===== config.mk =====
export PLATFORM = sky130hd
export DESIGN_NAME = step_controller
export DESIGN_NICKNAME = d
export VERILOG_FILES = /design/src/rtl/step_controller.sv
export SDC_FILE = /design/constraint.sdc
export NUM_CORES = 1
export LEC_CHECK = 0
export CAP_MARGIN = 25
export CELL_PAD_IN_SITES_DETAIL_PLACEMENT = 2
export CELL_PAD_IN_SITES_GLOBAL_PLACEMENT = 2
export CORE_MARGIN = 1.5
export CORE_UTILIZATION = 35
export DETAILED_ROUTE_END_ITERATION = 16
export PLACE_DENSITY = 0.83
export SKIP_LAST_GASP = 1
export SLEW_MARGIN = 25
export SYNTH_ARGS = -nofsm -noshare
export SYNTH_HDL_FRONTEND = slang
export SYNTH_SLANG_ARGS = --single-unit

===== constraint.sdc =====
create_clock -name clk_in -period 2.8 [get_ports clk_in]
set_clock_uncertainty 0.15 [all_clocks]
set_input_delay 0.56 -clock clk_in [delete_from_list [all_inputs] [get_ports clk_in]]
set_output_delay 0.56 -clock clk_in [all_outputs]
set_load 0.005 [all_outputs]

===== src/rtl/step_controller.sv =====
// Debug single-step controller: conditions the step/run buttons, queues step
// presses and issues one-instruction execute requests to the core.

module step_debounce #(
  parameter int unsigned DEBOUNCE_CYCLES = 1
) (
  input  logic clk_in,
  input  logic rst_in,
  input  logic btn_in,
  output logic press_out
);

  localparam int unsigned CNT_W = (DEBOUNCE_CYCLES > 1) ? $clog2(DEBOUNCE_CYCLES) : 1;
  localparam logic [CNT_W-1:0] CNT_LAST = CNT_W'(DEBOUNCE_CYCLES - 1);

  logic             sync1_q, sync1_d;
  logic             sync2_q, sync2_d;
  logic             level_q, level_d;
  logic             level_prev_q, level_prev_d;
  logic             press_q, press_d;
  logic [CNT_W-1:0] cnt_q, cnt_d;

  // Level follows the synchronized input only after a full run of mismatching cycles
  always_comb begin
    sync1_d      = btn_in;
    sync2_d      = sync1_q;
    level_d      = level_q;
    level_prev_d = level_q;
    cnt_d        = '0;
    press_d      = level_q & ~level_prev_q;
    if (sync2_q != level_q) begin
      if (cnt_q == CNT_LAST) begin
        level_d = sync2_q;
      end else begin
        cnt_d = cnt_q + CNT_W'(1);
      end
    end
  end

  always_ff @(posedge clk_in) begin
    if (rst_in) begin
      sync1_q      <= 1'b0;
      sync2_q      <= 1'b0;
      level_q      <= 1'b0;
      level_prev_q <= 1'b0;
      press_q      <= 1'b0;
      cnt_q        <= '0;
    end else begin
      sync1_q      <= sync1_d;
      sync2_q      <= sync2_d;
      level_q      <= level_d;
      level_prev_q <= level_prev_d;
      press_q      <= press_d;
      cnt_q        <= cnt_d;
    end
  end

  assign press_out = press_q;

endmodule

module step_controller #(
  parameter int unsigned DEBOUNCE_CYCLES = 1_000_000,
  parameter int unsigned PENDING_MAX     = 7
) (
  input  logic        clk_in,
  input  logic        rst_in,
  input  logic        step_btn_in,
  input  logic        run_btn_in,
  output logic        step_valid_out,
  input  logic        step_ready_in,
  input  logic        instr_done_in,
  output logic        run_mode_out,
  output logic        busy_out,
  output logic [2:0]  pending_out,
  output logic [15:0] step_count_out
);

  localparam int unsigned PEND_W  = 3;
  localparam int unsigned COUNT_W = 16;
  localparam logic [PEND_W-1:0] PEND_LIMIT = PEND_W'(PENDING_MAX);

  typedef enum logic [1:0] {
    ST_IDLE = 2'd0,
    ST_REQ  = 2'd1,
    ST_EXEC = 2'd2
  } state_e;

  logic step_press;
  logic run_press;

  state_e               state_q, state_d;
  logic                 run_mode_q, run_mode_d;
  logic [PEND_W-1:0]    pending_q, pending_d;
  logic [COUNT_W-1:0]   step_count_q, step_count_d;
  logic                 valid_q, valid_d;
  logic                 busy_q, busy_d;

  logic step_inc;
  logic accept;
  logic step_dec;

  step_debounce #(.DEBOUNCE_CYCLES(DEBOUNCE_CYCLES)) u_step_db (
    .clk_in    (clk_in),
    .rst_in    (rst_in),
    .btn_in    (step_btn_in),
    .press_out (step_press)
  );

  step_debounce #(.DEBOUNCE_CYCLES(DEBOUNCE_CYCLES)) u_run_db (
    .clk_in    (clk_in),
    .rst_in    (rst_in),
    .btn_in    (run_btn_in),
    .press_out (run_press)
  );

  // Presses only queue in single-step mode; a run-mode acceptance never dequeues
  assign step_inc = step_press & ~run_mode_q;
  assign accept   = (state_q == ST_REQ) & step_ready_in;
  assign step_dec = accept & ~run_mode_q & (pending_q != '0);

  always_comb begin
    state_d      = state_q;
    run_mode_d   = run_mode_q ^ run_press;
    pending_d    = pending_q;
    step_count_d = step_count_q;

    case (state_q)
      ST_IDLE: begin
        if (run_mode_q || (pending_q != '0)) begin
          state_d = ST_REQ;
        end
      end
      ST_REQ: begin
        if (step_ready_in) begin
          state_d = ST_EXEC;
        end
      end
      ST_EXEC: begin
        if (instr_done_in) begin
          state_d      = ST_IDLE;
          step_count_d = step_count_q + COUNT_W'(1);
        end
      end
      default: begin
        state_d = ST_IDLE;
      end
    endcase

    // Simultaneous press and dequeue cancel, including at saturation
    if (step_inc && !step_dec) begin
      if (pending_q != PEND_LIMIT) begin
        pending_d = pending_q + PEND_W'(1);
      end
    end else if (step_dec && !step_inc) begin
      pending_d = pending_q - PEND_W'(1);
    end

    valid_d = (state_d == ST_REQ);
    busy_d  = (state_d != ST_IDLE);
  end

  always_ff @(posedge clk_in) begin
    if (rst_in) begin
      state_q      <= ST_IDLE;
      run_mode_q   <= 1'b0;
      pending_q    <= '0;
      step_count_q <= '0;
      valid_q      <= 1'b0;
      busy_q       <= 1'b0;
    end else begin
      state_q      <= state_d;
      run_mode_q   <= run_mode_d;
      pending_q    <= pending_d;
      step_count_q <= step_count_d;
      valid_q      <= valid_d;
      busy_q       <= busy_d;
    end
  end

  assign step_valid_out = valid_q;
  assign run_mode_out   = run_mode_q;
  assign busy_out       = busy_q;
  assign pending_out    = pending_q;
  assign step_count_out = step_count_q;

endmodule


# Word-level counts from Yosys, hierarchy flattened

Cells that the tools add are included.

$add $sub $neg: 5
Equal/unequal tests: 9
Mux-type cells: 7
Bitwise operators: 12
Reduce and logical (&&, ||, !) cells: 15

Operators with widths:

| kind                  | number |
|---|---|
| $add 20x1->20 const B | 2 |
| $eq 20x20->1 const B  | 2 |
| $add 16x1->16 const B | 1 |
| $mux 3                | 3 |
| $reduce_and 2->1      | 4 |
| $and 1x1->1           | 6 |
| $mux 2                | 3 |
| $pmux 2 s3            | 1 |
| $reduce_or 3->1       | 2 |
| $not 1->1             | 5 |
| $eq 2x1->1 const B    | 2 |
| $reduce_bool 2->1     | 2 |
| $add 3x1->3 const B   | 1 |
| $ne 3x3->1 const B    | 1 |
| $reduce_bool 3->1     | 1 |
| $sub 3x1->3 const B   | 1 |
| $eq 2x2->1 const B    | 1 |
| $logic_and 1x1->1     | 2 |
| $logic_not 1->1       | 2 |
| $logic_not 2->1       | 1 |
| $ne 1x1->1            | 2 |
| $ne 2x1->1 const B    | 1 |
| $logic_or 1x1->1      | 1 |
| $xor 1x1->1           | 1 |

Register bits: 74

# Logic depth before layout (Yosys ltp)

Depth after elaboration: 8
Depth in mapped cells: 7
Gate-level depth less buffers: 6

# By module

Synthesis repeated with hierarchy kept, for this count alone.

Cell total of the unflattened synthesis: 353
Area total of the unflattened synthesis: 3226.8 sq um

Modules (own cells, without submodules):

| module          | instances | cells an instance | area each (sq um) | seq. area each (sq um) |
|---|---|---|---|---|
| step_debounce   | 2         | 119               | 1074.8            | 500.5 |
| step_controller | 1         | 115               | 1077.3            | 480.5 |

# Worst setup path before layout

No wires, ideal clock.

Kind: input to register
Start: in step_ready_in
End: reg pending_q[2] (netlist: pending_out[2])
Arrival: 1.703 ns
Data required time: 2.534 ns
Path slack: 0.831 ns
Stages on the path: 6
Path buffers: 0
Cell sequence: nand3b_1 -> o21ai_0 -> fa_1 -> xor2_1 -> a21oi_1 -> a31o_2

Cells in the longest elaborated chain, start to end: 7
Elaborated cells between the ends (all ways): 10

RTL lines:

| item                                                      | line | source |
|---|---|---|
| from (decl)                                               | 71   | `input logic step_ready_in,` |
| $and 1x1->1 (*)                                           | 119  | `assign accept = (state_q == ST_REQ) & step_ready_in;` |
| $and 1x1->1 (*) (2 in series)                             | 120  | `assign step_dec = accept & ~run_mode_q & (pending_q != '0);` |
| $logic_not 1->1                                           | 151  | `if (step_inc && !step_dec) begin` |
| $logic_and 1x1->1                                         | 151  |  |
| $ne 2x1->1 (no line) or $reduce_bool 2->1 (tied branches) | n/a  |  |
| $reduce_and 2->1 (no line)                                | n/a  |  |
| to (signal assigned)                                      | 174  | `pending_q <= pending_d;` |
| to (decl)                                                 | 94   | `logic [PEND_W-1:0] pending_q, pending_d;` |

Every way passes the cells marked *; elsewhere a longest branch is shown, timed or not.
A chain may end at the register's enable or synchronous reset.

# Worst setup path after layout

Start: in instr_done_in
End: reg step_count_q[11] (netlist: step_count_out[11])

Cells in the longest elaborated chain, start to end: 1

RTL lines:

| item                       | line | source |
|---|---|---|
| from (decl)                | 72   | `input logic instr_done_in,` |
| $reduce_and 2->1 (no line) | n/a  |  |
| to (signal assigned)       | 175  | `step_count_q <= step_count_d;` |
| to (decl)                  | 95   | `logic [COUNT_W-1:0] step_count_q, step_count_d;` |

No other way between the ends.

==> impl_metrics.env <==
export IMPL_synth_top_area_share=0.489
export IMPL_area_delta_synth_final_pct=19.0
export IMPL_layoutNonFillerInstCount=475
export IMPL_grt_overflow_total=0
export IMPL_holdCritStartpoint="u_run_db.level_prev_q"
export IMPL_required_ps=2930
export IMPL_fin_ws_ps=489
export IMPL_yosysTopAreaCell="dfxtp_1"
export IMPL_r2r_setup_slack_ps=560
export IMPL_min_period_ps=2310
export IMPL_place_area_um2=3440
export IMPL_start_util=0.365
export IMPL_drt_iter0_drc=66
export IMPL_period_share=0.825
export IMPL_synth_area_leaders="dfxtp_1, xor2_1, nor2_1, xnor2_1, nand2_1"
export IMPL_fin_setup_tns_ps=0
export IMPL_dieHeight_um=96.0
export IMPL_path_max_fanout=7
export IMPL_whs_ps=245
export IMPL_critPathArrivalTime_ps=2440
export IMPL_syn_area_um2=3030
export IMPL_drtPass1Iterations=4
export IMPL_synth_seq_cells=74
export IMPL_grt_use_total=0.177
export IMPL_p_per_area_nw_per_um2=504
export IMPL_worstHoldPathType="reg -> reg"
export IMPL_worstMarginPinSlew_ps=828
export IMPL_hold_end="u_run_db.press_out"
export IMPL_status="finished, final reports clean"
export IMPL_antenna_found_initial=0
export IMPL_cp_end_kind="flop"
export IMPL_dp_hpwl_um=5150
export IMPL_fin_area_um2=3600
export IMPL_synth_seq_area_share=0.489
export IMPL_ys_types=35
export IMPL_cts_tree="done"
export IMPL_grt_max_degree=21
export IMPL_leakagePower_nw=1.22
export IMPL_port_buffers=27
export IMPL_antennaDiodeCount=0
export IMPL_clkSinkCount=74
export IMPL_slew_viol_final=0
export IMPL_crit_type="in -> reg"
export IMPL_grt_pass1_vias=2631
export IMPL_dieWidth_um=96.0
export IMPL_clk_pin_slew_ps=80
export IMPL_num_rows=33
export IMPL_start_kind="input port"
export IMPL_avgSynthCellArea_um2=9.18
export IMPL_r2r_end="u_step_db.cnt_q[16]"
export IMPL_drc=0
export IMPL_pre_cts_ws_ps=124
export IMPL_place_congestion=0.729
export IMPL_slowest_delay_ps=670
export IMPL_ant_nets=0
export IMPL_wl_per_cell_um=15.3
export IMPL_dp_cells=460
export IMPL_maxSlewHeadroom=0.443
export IMPL_yosys_warnings=0
export IMPL_synth_nets=340
export IMPL_nets=376
export IMPL_drive_above_1_share=0.0649
export IMPL_cts_hold_buf=0
export IMPL_grt_pass1_wl_um=12500
export IMPL_clockBufferDepth=2
export IMPL_num_vias=2408
export IMPL_clk_latency_ps=340
export IMPL_ir_drop_mv=0.186
export IMPL_wirelength_um=7280
export IMPL_drv_cap=0
export IMPL_clock_fmax_ghz=0.433
export IMPL_reg2reg_depth=6
export IMPL_setup_violations=0
export IMPL_crit_reg2reg_launch="u_step_db.cnt_q[0]"
export IMPL_crit_chain="clkdlybuf4s50_1 > nand4b_4 > or4_1 > or3_1 > a21oi_1"
export IMPL_vias_per_cell=5.07
export IMPL_min_path_cells=1
export IMPL_cts_root_buf="clkbuf_8"
export IMPL_die_area_um2=9220
export IMPL_cts_setup_buffers=0
export IMPL_cts_resized=0
export IMPL_pin_count=28
export IMPL_rsz0062_at_grt="no"
export IMPL_numCtsBuffers=9
export IMPL_syn_inst=330
export IMPL_post_route_util=0.434
export IMPL_hold_viol=0
export IMPL_h_tree_depth=3
export IMPL_core_um2=8300
export IMPL_p_total_mw=1.82
export IMPL_cp_slowest_cell="or4_1"
==> registers in the layout, indices dropped and copies added, names as in the netlist, 2 cells and up <==
name,count
pending_out,3
state_q,2
step_count_out,16
u_run_db.cnt_q,20
u_step_db.cnt_q,20
==> synthesized netlist by cell type, drive strengths merged <==
library cell  count
nor2             68
nor3b             1
nor2b             9
and4              3
nand2b            1
xnor2            22
or3               3
o41ai             1
or4               3
nand2            25
a2111oi           2
a21oi             4
ha                3
nor3              8
and3              8
nand4b            2
nand4             8
o21ai             3
nor4              6
mux2i             4
fa                1
inv               4
nor4b             3
or3b              1
a31o              1
o2111ai           1
nand3            18
clkbuf            4
nand3b            3
or2               1
dfxtp            74
xor2             32
buf               3
==> worst max-delay path, delay by kind of cell <==
family          cells  cell delay (ps)
simple gates        3             1180
compound gates      1              150
buf+inv             1              550
==> logic make-up (layout without fill, tap and decap cells) <==
group	count (synthesis)	count (layout)	synth area share
and+or+nand+nor	171	171	0.281
DFF	74	74	0.489
xor gates and xnor gates	54	54	0.156
AOI/OAI and AO/OA	12	12	0.0260
buffers and inverters	11	51	0.0153
adders and majority gates	4	4	0.0190
muxes	4	4	0.0132
==> cells in the final DEF (no fill, tap or decap), types with 2 or more instances in the layout <==
cell type,n
a2111oi_0,2
nand3_1,18
nor2b_1,9
o21ai_0,3
or4_1,3
buf_4,5
nor3_1,8
and3_1,8
xnor2_1,22
xor2_1,32
nor4_1,6
mux2i_1,4
clkdlybuf4s50_1,27
ha_1,3
a21oi_1,4
clkinv_2,3
nand2_1,25
and4_1,3
nor4b_1,3
nand4_1,8
dfxtp_1,74
nand3b_1,3
or3_1,3
inv_1,4
clkbuf_8,10
nor2_1,68
==> layer usage <==
layer | global-route usage | up-vias | routed length (µm)
met5 | 0 | - | 0
met4 | 0.0772 | 0 | 122
met3 | 0.0284 | 10 | 171
met2 | 0.322 | 32 | 3730
met1 | 0.203 | 1184 | 3260
li1 | - | 1182 | -
==> worst max-delay path by stage <==
stage / slack, ps / end / from
2_1_floorplan: 830 / pending_out[2] / step_ready_in
3_3_place_gp: 210 / step_count_out[15] / instr_done_in
3_5_place_dp: 120 / step_count_out[15] / instr_done_in
4_1_cts: 480 / u_step_db.cnt_q[16] / u_step_db.cnt_q[0]
5_1_grt: 300 / u_step_db.cnt_q[5] / u_step_db.cnt_q[0]
6_report: 490 / step_count_out[11] / instr_done_in
==> report_power, final <==
part / switching [mW] / internal, mW
clock: 0.394 / 0.338
combinational: 0.0163 / 0.0117
sequential: 0.00185 / 1.05
==> final cells by class <==
cell class | instances | area, µm²
Clock inverter | 5 | 31.3
Sequential cell | 74 | 1480
Fill cell | 904 | 4690
Tap cell | 105 | 131
Clock buffer | 10 | 138
Multi-Input combinational cell | 245 | 1500
Timing Repair Buffer | 32 | 308
Inverter | 4 | 15.0
(Power assumes the default switching activity.)
